## src/rtl/cp0_pkg.sv

```systemverilog
// Shared CP0 definitions: Cause field positions, ExcCode values, helpers.
package cp0_pkg;

  // Cause register (Reg 13) bit positions
  localparam int CAUSE_BD      = 31;
  localparam int CAUSE_TI      = 30;
  localparam int CAUSE_CE_LSB  = 28;
  localparam int CAUSE_DC      = 27;
  localparam int CAUSE_IV      = 23;
  localparam int CAUSE_IP_LSB  = 8;
  localparam int CAUSE_EXC_LSB = 2;

  // ExcCode values
  localparam logic [4:0] EXC_INT  = 5'd0;
  localparam logic [4:0] EXC_ADEL = 5'd4;
  localparam logic [4:0] EXC_ADES = 5'd5;
  localparam logic [4:0] EXC_SYS  = 5'd8;
  localparam logic [4:0] EXC_BP   = 5'd9;
  localparam logic [4:0] EXC_RI   = 5'd10;
  localparam logic [4:0] EXC_CPU  = 5'd11;
  localparam logic [4:0] EXC_OV   = 5'd12;

  // Exception record captured on commit
  typedef struct packed {
    logic [4:0] exccode;
    logic       bd;
    logic [1:0] ce;
  } exc_info_t;

  // Index of the highest set bit (IP7 wins); 0 when nothing is set
  function automatic logic [2:0] ip_prio(input logic [7:0] pend);
    logic [2:0] n;
    n = 3'd0;
    for (int i = 0; i < 8; i++)
      if (pend[i]) n = 3'(i);
    return n;
  endfunction

endpackage

```

## src/rtl/cp0_irq_line.sv

```systemverilog
// One hardware interrupt line: synchroniser, optional rising-edge latch, IP bit.
module cp0_irq_line #(
  parameter int SYNC_STAGES = 2,
  parameter bit EDGE        = 1'b0
) (
  input  logic clk,
  input  logic reset,
  input  logic irq_raw,
  input  logic clr,
  output logic ip
);

  logic irq_s;

  generate
    if (SYNC_STAGES == 0) begin : g_nosync
      assign irq_s = irq_raw;
    end else begin : g_sync
      logic [SYNC_STAGES-1:0] sync_q;
      // Synchroniser chain toward the clk domain
      always_ff @(posedge clk) begin
        if (reset) sync_q <= '0;
        else begin
          sync_q[0] <= irq_raw;
          for (int k = 1; k < SYNC_STAGES; k++) sync_q[k] <= sync_q[k-1];
        end
      end
      assign irq_s = sync_q[SYNC_STAGES-1];
    end

    if (EDGE) begin : g_edge
      logic prev_q;
      // Latch rising edges until software clears; a fresh edge beats a clear
      always_ff @(posedge clk) begin
        if (reset) begin
          prev_q <= 1'b0;
          ip     <= 1'b0;
        end else begin
          prev_q <= irq_s;
          if (irq_s & ~prev_q) ip <= 1'b1;
          else if (clr)        ip <= 1'b0;
        end
      end
    end else begin : g_level
      logic unused_clr;
      assign unused_clr = clr;
      // Level line simply follows the synchronised input
      always_ff @(posedge clk) begin
        if (reset) ip <= 1'b0;
        else       ip <= irq_s;
      end
    end
  endgenerate

endmodule

```

## src/rtl/cp0_cause_unit.sv

```systemverilog
// CP0 Cause register with interrupt-pending front end and registered IRQ request.
module cp0_cause_unit
  import cp0_pkg::*;
#(
  parameter int         NUM_HW_IRQ  = 6,
  parameter int         SYNC_STAGES = 2,
  parameter logic [5:0] EDGE_MASK   = 6'b000000,
  parameter int         TIMER_LINE  = 5
) (
  input  logic                  clk,
  input  logic                  reset,
  input  logic [NUM_HW_IRQ-1:0] hw_irq,
  input  logic                  wr_en,
  input  logic [31:0]           wr_data,
  input  logic                  activeexception,
  input  logic [4:0]            exccode,
  input  logic                  exc_bd,
  input  logic [1:0]            exc_ce,
  input  logic [7:0]            status_im,
  input  logic                  status_ie,
  input  logic                  status_exl,
  input  logic                  status_erl,
  output logic [31:0]           cause,
  output logic                  irq_req,
  output logic [2:0]            irq_num,
  output logic                  dc
);

  logic [5:0] ip_hw;
  logic [1:0] ip_sw_q;
  logic       iv_q, dc_q;
  exc_info_t  exc_q;
  logic [7:0] ip, pend;
  logic       mtc0;
  logic       unused_wr;

  // An exception in the same cycle swallows the MTC0 completely
  assign mtc0      = wr_en & ~activeexception;
  assign unused_wr = &{1'b0, wr_data};

  generate
    for (genvar i = 0; i < 6; i++) begin : g_line
      if (i < NUM_HW_IRQ) begin : g_impl
        cp0_irq_line #(
          .SYNC_STAGES (SYNC_STAGES),
          .EDGE        (EDGE_MASK[i])
        ) u_line (
          .clk     (clk),
          .reset   (reset),
          .irq_raw (hw_irq[i]),
          .clr     (mtc0 & ~wr_data[CAUSE_IP_LSB+2+i]),
          .ip      (ip_hw[i])
        );
      end else begin : g_none
        assign ip_hw[i] = 1'b0;
      end
    end
  endgenerate

  assign ip   = {ip_hw, ip_sw_q};
  assign pend = ip & status_im;
  assign dc   = dc_q;

  // Software-writable fields and exception capture
  always_ff @(posedge clk) begin
    if (reset) begin
      ip_sw_q <= '0;
      iv_q    <= 1'b0;
      dc_q    <= 1'b0;
      exc_q   <= '0;
    end else begin
      if (mtc0) begin
        ip_sw_q <= wr_data[CAUSE_IP_LSB +: 2];
        iv_q    <= wr_data[CAUSE_IV];
        dc_q    <= wr_data[CAUSE_DC];
      end
      if (activeexception) begin
        exc_q.exccode <= exccode;
        exc_q.bd      <= exc_bd;
        exc_q.ce      <= exc_ce;
      end
    end
  end

  // Registered, masked interrupt request and its priority index
  always_ff @(posedge clk) begin
    if (reset) begin
      irq_req <= 1'b0;
      irq_num <= 3'd0;
    end else begin
      irq_req <= (|pend) & status_ie & ~status_exl & ~status_erl;
      irq_num <= ip_prio(pend);
    end
  end

  // Assemble the architectural register view
  always_comb begin
    cause                          = '0;
    cause[CAUSE_BD]                = exc_q.bd;
    cause[CAUSE_TI]                = ip_hw[TIMER_LINE];
    cause[CAUSE_CE_LSB +: 2]       = exc_q.ce;
    cause[CAUSE_DC]                = dc_q;
    cause[CAUSE_IV]                = iv_q;
    cause[CAUSE_IP_LSB +: 8]       = ip;
    cause[CAUSE_EXC_LSB +: 5]      = exc_q.exccode;
  end

endmodule

```

## config.mk

```make
export PLATFORM = sky130hd
export DESIGN_NAME = cp0_cause_unit
export DESIGN_NICKNAME = d
export VERILOG_FILES = /design/src/rtl/cp0_pkg.sv /design/src/rtl/cp0_irq_line.sv /design/src/rtl/cp0_cause_unit.sv
export SDC_FILE = /design/constraint.sdc
export NUM_CORES = 1
export LEC_CHECK = 0
export ABC_AREA = 1
export CAP_MARGIN = 20
export CORE_ASPECT_RATIO = 0.7
export CORE_MARGIN = 2
export CORE_UTILIZATION = 25
export CTS_BUF_LIST = sky130_fd_sc_hd__clkbuf_2
export CTS_CLUSTER_DIAMETER = 30
export CTS_CLUSTER_SIZE = 28
export DETAILED_ROUTE_END_ITERATION = 8
export GPL_TIMING_DRIVEN = 1
export PLACE_DENSITY_LB_ADDON = 0.08
export SYNTH_ARGS = -nofsm -noshare
export SYNTH_HDL_FRONTEND = slang
export SYNTH_HIERARCHICAL = 1
export SYNTH_SLANG_ARGS = --single-unit
export TNS_END_PERCENT = 1
```

## constraint.sdc

```tcl
create_clock -name clk -period 0.95 [get_ports clk]
set_input_delay 0.095 -clock clk [delete_from_list [all_inputs] [get_ports clk]]
set_output_delay 0.095 -clock clk [all_outputs]
set_load 0.05 [all_outputs]
```

==> flow_summary.json, run 1 <==
{
  "die_w_um": 88.3,
  "start_util": 0.260,
  "cts_tree": "yes",
  "finalCritPeriodShare": 1.12,
  "io_buffers": 56,
  "skew_ns": 0.00775,
  "fin_util": 0.466,
  "finalSetupViolations": 24,
  "crit_fanout": 2,
  "worstPathCellList": "buf_6 > buf_12",
  "viasPerCell": 3.61,
  "dpl.hpwl_mm": 2.06,
  "p_sw_uw": 983,
  "antenna_found_initial": 0,
  "worstPathArrival_ns": 0.97,
  "netlist_area_sq_mm": 0.00124,
  "ir_worst_vdd_uv": 758,
  "grt_pass1_vias": 948,
  "clkSinkCount": 34,
  "diodes": 0,
  "grt_max_degree": 22,
  "netSwitchingFraction": 0.276,
  "numCtsBuffers": 5,
  "worst_setup_path_end_kind": "output pin",
  "first_iter_violations": 17,
  "dieArea_sq_mm": 0.00557,
  "mostFrequentLayoutCell": "nor2_1",
  "postSynthCellCount": 154,
  "setup_tns_ns": -0.946,
  "pre_cts_ws_ns": -0.218,
  "grt_use_total": 0.0971,
  "crit_type": "reg -> out",
  "p_clk_frac": 0.342,
  "num_io_pins": 98,
  "hp-class": "in -> reg",
  "violations": "setup timing",
  "final_nets": 277,
  "vias": 1033,
  "fillers": 467,
  "core_sq_mm": 0.00478,
  "hold_buffers": 0,
  "fmax_mhz": 939,
  "drive_above_1_share": 0.304,
  "sequentialPowerShare": 0.438,
  "drv_cap": 0,
  "wl_mm": 2.57,
  "fin_crit_ns": 1.07,
  "cpPeakStageDelay_ns": 0.36,
  "p_comb_frac": 0.220,
  "htree_levels": 2,
  "cts_buffer_depth": 2,
  "grt_pass1_wl_mm": 4.22,
  "p_int_mw": 2.58,
  "hold_viol_final": 0,
  "critPathSlowestCell": "dfxtp_2",
  "critPathLaunchType": "register",
  "rsz0062_at_grt": "yes",
  "drv_slew": 0,
  "syn_avg_cell_area_sq_um": 8.08,
  "fp.dieH_um": 63.0,
  "layout_common_cells": "46 x nor2_1, 32 x clkdlybuf4s50_1, 25 x buf_12, 20 x inv_1, 18 x dfxtp_2",
  "clkTransAtPathRegs_ns": 0.18,
  "area_delta_synth_final_pct": 79.1,
  "antenna_left": 0,
  "first_pass_iters": 4,
  "rows": 21,
  "leakagePower_nw": 0.991,
  "cts-root-buf": "clkbuf_2",
  "drc": 0,
  "clkLatencyLatePin_ns": 0.36,
  "powerDensity_mw_per_mm2": 1600,
  "cp.required_ns": 0.85,
  "setup_slack_ns": -0.115,
  "place.gp.congestion": 0.721,
  "globalRouteOverflowTotal": 0,
  "yosys_warnings": 6,
  "run_status": "complete, but fails checks",
  "wl_per_cell_um": 8.98
}
## flip-flops by register name, indices dropped and copies added, names as in the netlist
name and count:
dc 1, iv_q 1, cause 8, g_line.g_impl.u_line/g_sync.sync_q 12, ip_sw_q 2, g_line.g_impl.u_line/ip 6
irq_num 3, irq_req 1
## metal layers
metal	GRT usage	part of all wire	vias up
met5	0	0	-
met4	0.0455	0.016	0
met3	0.0317	0.061	4
met2	0.150	0.48	34
met1	0.121	0.45	441
li1	-	-	554
## critical path: cells and delay by family (launching register included)
| family | cells | cell delay [ns] |
|---|---|---|
| buf+inv | 2 | 0.24 |
| flops | 1 | 0.36 |
## area by class of cell
cell class | instances | area [sq um] | area share
multi-input combinational | 92 | 392 | 0.176
clock inverter | 3 | 68.8 | 0.0309
clock buffer | 5 | 25.0 | 0.0112
timing repair buffer | 61 | 855 | 0.383
sequential | 34 | 718 | 0.322
tap | 69 | 86.3 | 0.0387
inverter | 22 | 85.1 | 0.0382
## per-stage QoR
stage                     total power [mW]  hold WS, ns  instance area (sq um)  std cells
after floorplan                       2.01        0.159                   1300        166
after global placement                2.37        0.385                   2090        278
after detailed placement              2.37        0.388                   2090        278
after CTS                             3.62        0.179                   2230        286
after global routing                  3.72        0.181                   2230        286
final                                 3.56        0.211                   2230        286
## final timing paths
path,start,endpoint,slack (ns),cells past startpoint
setup reg to reg,ip_sw_q[1]$_SDFFE_PP0P_,irq_num[0]$_SDFF_PP0_,0.01,8
setup / recovery,g_line[1].g_impl.u_line/ip$_SDFF_PP0_,cause[11],-0.12,2
hold / removal,hw_irq[2],g_line[2].g_impl.u_line/g_sync.sync_q[0]$_SDFF_PP0_,0.21,3
hold reg to reg,g_line[4].g_impl.u_line/g_sync.sync_q[1]$_SDFF_PP0_,g_line[4].g_impl.u_line/ip$_SDFF_PP0_,0.41,2
## what timing repair did
item                                    CTS  global route
gates resized for setup                  22             1
endpoints found under the hold margin     0             0
setup buffers                             1             0
endpoints found under the setup margin   25            27
## power by group through the flow
| stage | registers [mW] | clock network [mW] | logic, mW |
|---|---|---|---|
| final | 1.56 | 1.22 | 0.785 |
| after global routing | 1.57 | 1.32 | 0.834 |
| after CTS | 1.56 | 1.26 | 0.792 |
| after detailed placement | 1.59 | 0 | 0.784 |
| after global placement | 1.59 | 0 | 0.781 |
| after floorplan | 1.71 | 0 | 0.295 |
(Power assumes the default switching activity.)
==> run 2: changes to the inputs <==
--- a/config.mk
+++ b/config.mk
@@ -9,13 +9,13 @@
 export CAP_MARGIN = 20
 export CORE_ASPECT_RATIO = 0.7
 export CORE_MARGIN = 2
-export CORE_UTILIZATION = 25
+export CORE_UTILIZATION = 34
 export CTS_BUF_LIST = sky130_fd_sc_hd__clkbuf_2
 export CTS_CLUSTER_DIAMETER = 30
 export CTS_CLUSTER_SIZE = 28
 export DETAILED_ROUTE_END_ITERATION = 8
-export GPL_TIMING_DRIVEN = 1
 export PLACE_DENSITY_LB_ADDON = 0.08
+export SKIP_LAST_GASP = 1
 export SYNTH_ARGS = -nofsm -noshare
 export SYNTH_HDL_FRONTEND = slang
 export SYNTH_HIERARCHICAL = 1
==> flow_summary.json, run 2 (synthesis results as in run 1) <==
{
  "finalSetupViolations": 25,
  "drc": 0,
  "die_w_um": 76.3,
  "r2r_end": "irq_num[0]$_SDFF_PP0_",
  "grt_max_degree": 22,
  "cts_buffer_depth": 2,
  "final_nets": 277,
  "largest_reg_flops": 12,
  "clkSinkCount": 34,
  "dp.cells": 258,
  "fillers": 308,
  "drv_slew": 0,
  "min_from": "hw_irq[2]",
  "finalPower_mw": 3.53,
  "io_buffers": 56,
  "fmax_mhz": 933,
  "globalRouteOverflowTotal": 0,
  "r2r_slack_ns": -0.01,
  "hold_viol_final": 0,
  "dpl.hpwl_mm": 1.99,
  "wl_mm": 2.52,
  "violations": "setup timing",
  "fin_cells": 267,
  "layout.area.seq_sq_um": 691,
  "antenna_left": 0,
  "first_pass_iters": 4,
  "run_status": "complete, but fails checks",
  "drive_above_1_share": 0.217,
  "multi_input_area_sq_um": 382,
  "htree_levels": 2,
  "r2r-start": "ip_sw_q[1]$_SDFFE_PP0P_",
  "start_util": 0.354,
  "rsz0062_at_grt": "yes",
  "dieArea_sq_mm": 0.00417,
  "grt_pass1_wl_mm": 4.06,
  "fp.dieH_um": 54.6,
  "leakagePower_nw": 0.984,
  "area_delta_synth_final_pct": 73.8,
  "skew_ns": 0.0135,
  "crit_fanout": 2,
  "grt_use_total": 0.131,
  "clkTransAtPathRegs_ns": 0.18,
  "crit_type": "reg -> out",
  "clkLatencyLatePin_ns": 0.36,
  "critPathLaunchType": "register",
  "layout_common_cells": "46 x nor2_1, 32 x clkdlybuf4s50_1, 26 x dfxtp_1, 25 x buf_12, 21 x inv_1",
  "worstPathArrival_ns": 0.98,
  "setup_tns_ns": -1.46,
  "hold_depth": 3,
  "hold_buffers": 0,
  "cts_tree": "yes",
  "setup_slack_ns": -0.122,
  "diodes": 0,
  "cp.required_ns": 0.85,
  "num_io_pins": 98,
  "numCtsBuffers": 5,
  "mostFrequentLayoutCell": "nor2_1",
  "regMostFlops": "g_line.g_impl.u_line/g_sync.sync_q",
  "worst_setup_path_end_kind": "output pin",
  "vias": 1066,
  "core_sq_mm": 0.00351,
  "viasPerCell": 3.99,
  "place_area_sq_mm": 0.00206,
  "hold_end": "g_line[2].g_impl.u_line/g_sync.sync_q[0]$_SDFF_PP0_",
  "fin_util": 0.616,
  "ir_worst_vdd_uv": 1090,
  "place.gp.congestion": 0.754,
  "drv_cap": 0,
  "wl_per_cell_um": 9.44,
  "antenna_found_initial": 0,
  "powerDensity_mw_per_mm2": 1630,
  "fin_area_sq_mm": 0.00216,
  "rr_worst_depth": 8,
  "cts-root-buf": "clkbuf_2",
  "fin_crit_ns": 1.07,
  "rows": 18,
  "grt_pass1_vias": 944,
  "finalCritPeriodShare": 1.13,
  "hp-class": "in -> reg",
  "first_iter_violations": 19
}
run 2: cell types whose count changed in the layout (fill, tap and decap cells not counted):
cell	previous run	this run
dfxtp_1	12	26
dfxtp_2	18	8
dfxtp_4	4	0
nand2_1	13	15
nand2_2	2	0
a211oi_1	0	1
a211oi_2	1	0
clkinv_1	0	1
clkinv_4	1	0
inv_1	20	21
inv_2	1	0
run 2: where the power goes:
| group | total [mW] | switching [mW] | internal, mW |
|---|---|---|---|
| clock | 1.18 | 0.481 | 0.702 |
| sequential | 1.56 | 0.0556 | 1.50 |
| combinational | 0.789 | 0.423 | 0.366 |
| total | 3.53 | 0.960 | 2.57 |
run 2: timing repair:
action	4_1_cts	5_1_grt
resized for setup	1	0
setup endpoints to repair	24	26
gates cloned	0	0
buffers inserted	1	0
run 2: per-stage QoR:
step,hold WS (ns),worst slack (ns)
6_report,0.216,-0.122
5_1_grt,0.177,-0.179
4_1_cts,0.180,-0.145
3_5_place_dp,0.387,-0.206
3_3_place_gp,0.384,-0.153
2_1_floorplan,0.159,-0.0493
run 2: worst max path at each step:
| stage | start | endpoint | slack [ns] |
|---|---|---|---|
| 6_report | ip_sw_q[1]$_SDFFE_PP0P_ | cause[9] | -0.12 |
| 5_1_grt | ip_sw_q[1]$_SDFFE_PP0P_ | cause[9] | -0.18 |
| 4_1_cts | ip_sw_q[1]$_SDFFE_PP0P_ | cause[9] | -0.15 |
| 3_5_place_dp | status_im[1] | irq_num[0]$_SDFF_PP0_ | -0.21 |
| 3_3_place_gp | reset | cause[28]$_SDFFE_PP0P_ | -0.15 |
| 2_1_floorplan | ip_sw_q[1]$_SDFFE_PP0P_ | irq_num[0]$_SDFF_PP0_ | -0.05 |
run 2: area by class of cell:
type,instances,share of cell area
repair buffers,61,0.395
flip-flops and latches,34,0.319
multi-input cells,92,0.176
inverters,22,0.0393
clock inverters,3,0.0295
well taps,50,0.0289
clock buffers,5,0.0116
run 2: critical path, stage by stage (launching register included):
cell     delay, ns
dfxtp_2       0.36
buf_6         0.11
buf_12        0.14
run 2: metal layers:
layer  wire length, um  up-vias  GRT usage
li1                  -      551          -
met1              1040      465      0.137
met2              1220       43      0.227
met3               203        7     0.0578
met4                57        0     0.0818
met5                 0        -          0
==> RTL edit 1: new RTL, settings of run 1 <==
Register the output `irq_num` once more, with the module's reset; this adds one clock of latency there. The other outputs are not delayed to match.
--- a/src/rtl/cp0_cause_unit.sv
+++ b/src/rtl/cp0_cause_unit.sv
@@ -25,6 +25,8 @@
   output logic [2:0]            irq_num,
   output logic                  dc
 );
+
+  logic [2:0] irq_num_s0;
 
   logic [5:0] ip_hw;
   logic [1:0] ip_sw_q;
@@ -86,10 +88,10 @@
   always_ff @(posedge clk) begin
     if (reset) begin
       irq_req <= 1'b0;
-      irq_num <= 3'd0;
+      irq_num_s0 <= 3'd0;
     end else begin
       irq_req <= (|pend) & status_ie & ~status_exl & ~status_erl;
-      irq_num <= ip_prio(pend);
+      irq_num_s0 <= ip_prio(pend);
     end
   end
 
@@ -105,5 +107,13 @@
     cause[CAUSE_EXC_LSB +: 5]      = exc_q.exccode;
   end
 
+  always_ff @(posedge clk) begin
+    if (reset) begin
+      irq_num <= '0;
+    end else begin
+      irq_num <= irq_num_s0;
+    end
+  end
+
 endmodule
 
Behaviour: not the same (Yosys sat finds a counterexample within 4 cycles, from zero or initial values and one cycle with reset high).
==> RTL edit 1 against run 1 <==
The flow still finishes with violations (setup timing); area after synthesis is 7.8% higher; wire length is 5.4% higher; non-clock buffer count is 1 lower; global-route usage is 0.69 points higher; clock skew is 0.0051 ns higher; sequential cell count is 3 higher; worst setup slack better by 0.053 ns; design area is 0.90% higher; total power is 12% lower; critical path type unchanged; highest routed layer unchanged.
==> RTL edit 1: results (changes against run 1) <==
- Outcome: finished with violations
- Yosys warns: 6 (unchanged)
- Post-layout worst setup margin: -0.0623 ns (+0.0529 ns)
- HP Class: in -> reg
- Top delay family on crit path: flip-flops
- Syn avg cell area: 8.24 µm² (+1.9%)
- Static leakage: 0.993 nW (+0.13%)
- Placed Area: 2170 µm² (+3.7%)
- DRT Pass-1 Iters: 4 (unchanged)
- CTS root buf: clkbuf_2
- Vias: 1077 (+4.3%)
- H-tree Lvls: 2 (unchanged)
- CTS buffer count: 5 (unchanged)
- First-pass GRT wire length: 4.83 mm (+15%)
- Max reg flops: 12 (unchanged)
- Worst-skew pair later-pin latency: 0.37 ns
- Initial antenna violation count: 0 (unchanged)
- Clock Skew: 0.0128 ns (+0.00506 ns)
- Initial detailed-routing violation count: 8 (-9)
- CP Max Fanout: 3 (+1)
- Dpl ws: -0.305 ns (-0.0875 ns)
- Nets: 285 (+2.9%)
- Post-Layout Cell Count: 297 (+3.8%)
- Antenna diodes: 0 (unchanged)
- CP peak stage delay: 0.42 ns (+0.06 ns)
- Inst Count DP: 289 (+4.0%)
- Fraction of layout cells with a size suffix above 1: 30.2% (-0.19 points)
- GRT Overall Usage: 10.4% (+0.69 points)
- PortBufs: 56 (unchanged)
- Slowest cell on the critical path: dfxtp_4
- CTS Buffer Depth: 2 (unchanged)
- Worst Path Arrival: 0.92 ns (-0.05 ns)
- Final WL: 2.71 mm (+5.4%)
- Final setup viols: 24 (unchanged)
- TNS Setup: -0.938 ns (+0.00833 ns)
- Top reg by flops: g_line.g_impl.u_line/g_sync.sync_q
- VDD IR max: 0.581 mV (-23%)
- Clk slew on worst S/H paths: 0.19 ns
- HPWL after DPL: 2.13 mm (+3.2%)
- GPL Wtd Cong: 0.732 (+1.4%)
- Pin count of the biggest net entering global routing: 25 (+14%)
- Violated checks: setup timing
RTL edit 1: cell count changes in the layout (fill, tap and decap cells not counted), moves of 2 or more:
| cell | delta |
|---|---|
| bufinv_16 | -2 |
| clkinv_2 | +2 |
| dfxtp_1 | +3 |
| inv_1 | +3 |
| nor2_1 | +2 |
| o21ai_1 | -3 |
| o21ai_2 | +3 |
RTL edit 1: repair_timing:
item	in CTS	in global routing
setup endpoints to repair	24	26
endpoints found under the hold margin	0	0
resized for setup	17	5
pin swaps	0	2
setup buffers	0	1
RTL edit 1: per-stage QoR:
stage          hold slack, ns  total power, W  utilization [%]
2_1_floorplan           0.159         0.00214                -
3_3_place_gp            0.386         0.00249             41.8
3_5_place_dp            0.385         0.00250             41.8
4_1_cts                 0.166         0.00320             42.9
5_1_grt                 0.139         0.00333             43.2
6_report                0.206         0.00314             43.2
RTL edit 1: path summary, 6_finish.rpt:
check | from | endpoint | slack (ns) | cells after the start
setup reg to reg | g_line[2].g_impl.u_line/ip | irq_req | 0.04 | 5
setup / recovery | g_line[5].g_impl.u_line/ip | cause[15] | -0.06 | 1
hold / removal | hw_irq[2] | g_line[2].g_impl.u_line/g_sync.sync_q[0] | 0.21 | 3
hold reg to reg | irq_num_s0[2] | irq_num[2] | 0.40 | 2
RTL edit 1: final cells by class:
class	instances	area, µm²
Clock inverter	3	17.5
Timing Repair Buffer	60	831
Sequential cell	37	778
Clock buffer	5	25.0
Fill cell	508	2950
Inverter	25	96.3
Multi-Input combinational cell	95	412
Tap cell	72	90.1
RTL edit 1: where the power goes:
part | total (W) | internal, W | switching (W) | leakage (nW)
Clock | 0.000683 | 0.000172 | 0.000510 | 0.0287
Combinational | 0.000771 | 0.000352 | 0.000419 | 0.650
Sequential | 0.00169 | 0.00163 | 0.0000572 | 0.314
RTL edit 1: layer usage:
| metal | up-vias | GRT usage, % | wire [µm] |
|---|---|---|---|
| li1 | 574 | - | - |
| met1 | 464 | 11.4 | 1100 |
| met2 | 34 | 18.0 | 1370 |
| met3 | 5 | 4.01 | 189 |
| met4 | 0 | 4.55 | 41 |
| met5 | - | 0 | 0 |
==> RTL edit 2: new RTL, settings of run 1 <==
Made on the original files. Remove the register `irq_num`: a continuous assignment takes its place, so the output `irq_num` follows one clock earlier.
--- a/src/rtl/cp0_cause_unit.sv
+++ b/src/rtl/cp0_cause_unit.sv
@@ -86,12 +86,12 @@
   always_ff @(posedge clk) begin
     if (reset) begin
       irq_req <= 1'b0;
-      irq_num <= 3'd0;
     end else begin
       irq_req <= (|pend) & status_ie & ~status_exl & ~status_erl;
-      irq_num <= ip_prio(pend);
     end
   end
+
+  assign irq_num = ip_prio(pend);
 
   // Assemble the architectural register view
   always_comb begin
Behaviour: not the same (a bounded check fails within 4 cycles, from zero or initial values and one cycle with reset high).
==> RTL edit 2 against run 1 <==
The flow still finishes with violations (setup timing); clock power fell by 26%; global-route usage grew 0.37 points; via count rose by 3.1%; die area down 3.6%; worst setup slack worse by 0.29 ns; area after synthesis is 3.8% lower; sequential cell count shrank 3; critical path depth rose by 2; wire length up 3.7%; first-iteration DRC count down 12%; design area up 1.5%; critical endpoint is now irq_num[1]; highest routed layer unchanged; register-to-register slack better by 0.02 ns; total power fell by 11%.
==> RTL edit 2: results (changes against run 1) <==
- Outcome: finished with violations
- Violated checks: setup timing
- Vias in the first global route: 921 (-2.8%)
- GRT Overall Usage: 10.1% (+0.37 points)
- Inverters: 23 (+4.5%)
- Post-Layout Cell Count: 280 (-2.1%)
- Final setup viols: 21 (-13%)
- Worst Path Arrival: 1.26 ns (+0.29 ns)
- First-pass GRT wire length: 4.08 mm (-3.1%)
- FF+latch count: 31 (-8.8%)
- Inst Count DP: 271 (-2.5%)
- FILL cells: 458 (-1.9%)
- Met3 WL post-DR: 136 µm (-13%)
- Post-cts sizing count: 25 (+14%)
- Reg2Reg Launch Point: g_line[1].g_impl.u_line/ip
- HPWL after DPL: 2.15 mm (+4.4%)
- Initial detailed-routing violation count: 15 (-2)
- Post-Syn Instances: 152 (-1.3%)
- Grt met2 use: 17.1% (+2.1 points)
- Routed len/inst: 9.51 µm (+5.9%)
- Met2 wire len: 1.35 mm (+10%)
- Crit. Startpoint: g_line[4].g_impl.u_line/ip
- Layout clock area frac: 3.04% (-1.2 points)
- M1 GR Usage: 12.2% (+0.083 points)
- Post-layout worst setup margin: -0.410 ns (-0.294 ns)
==> RTL edit 2: final timing paths <==
| path | end | slack [ns] |
|---|---|---|
| worst max register to register | irq_req | 0.03 |
| worst min-delay path | g_line[2].g_impl.u_line/g_sync.sync_q[0] | 0.23 |
| worst min register to register | g_line[0].g_impl.u_line/ip | 0.39 |
| worst max-delay path | irq_num[1] | -0.41 |
==> RTL edit 2: tightest hold or removal path: stages <==
cell,delay [ns]
clkdlybuf4s50_1,0.39
inv_1,0.05
nor2_1,0.03
==> RTL edit 2: metrics by stage <==
stage               setup slack, ns  setup TNS, ns  cell area [µm²]
floorplan                   -0.0711         -0.288             1290
global placement             -0.288          -3.90             2120
detailed placement           -0.295          -4.36             2120
CTS                          -0.459          -3.52             2250
global route                 -0.557          -4.40             2260
finish                       -0.410          -2.42             2260
==> RTL edit 2: report_power, final <==
group	switching [W]	leakage [nW]	total, W	internal [W]
registers	0.0000479	0.265	0.00141	0.00136
clock network	0.000458	0.0429	0.000905	0.000446
logic	0.000460	0.726	0.000863	0.000403
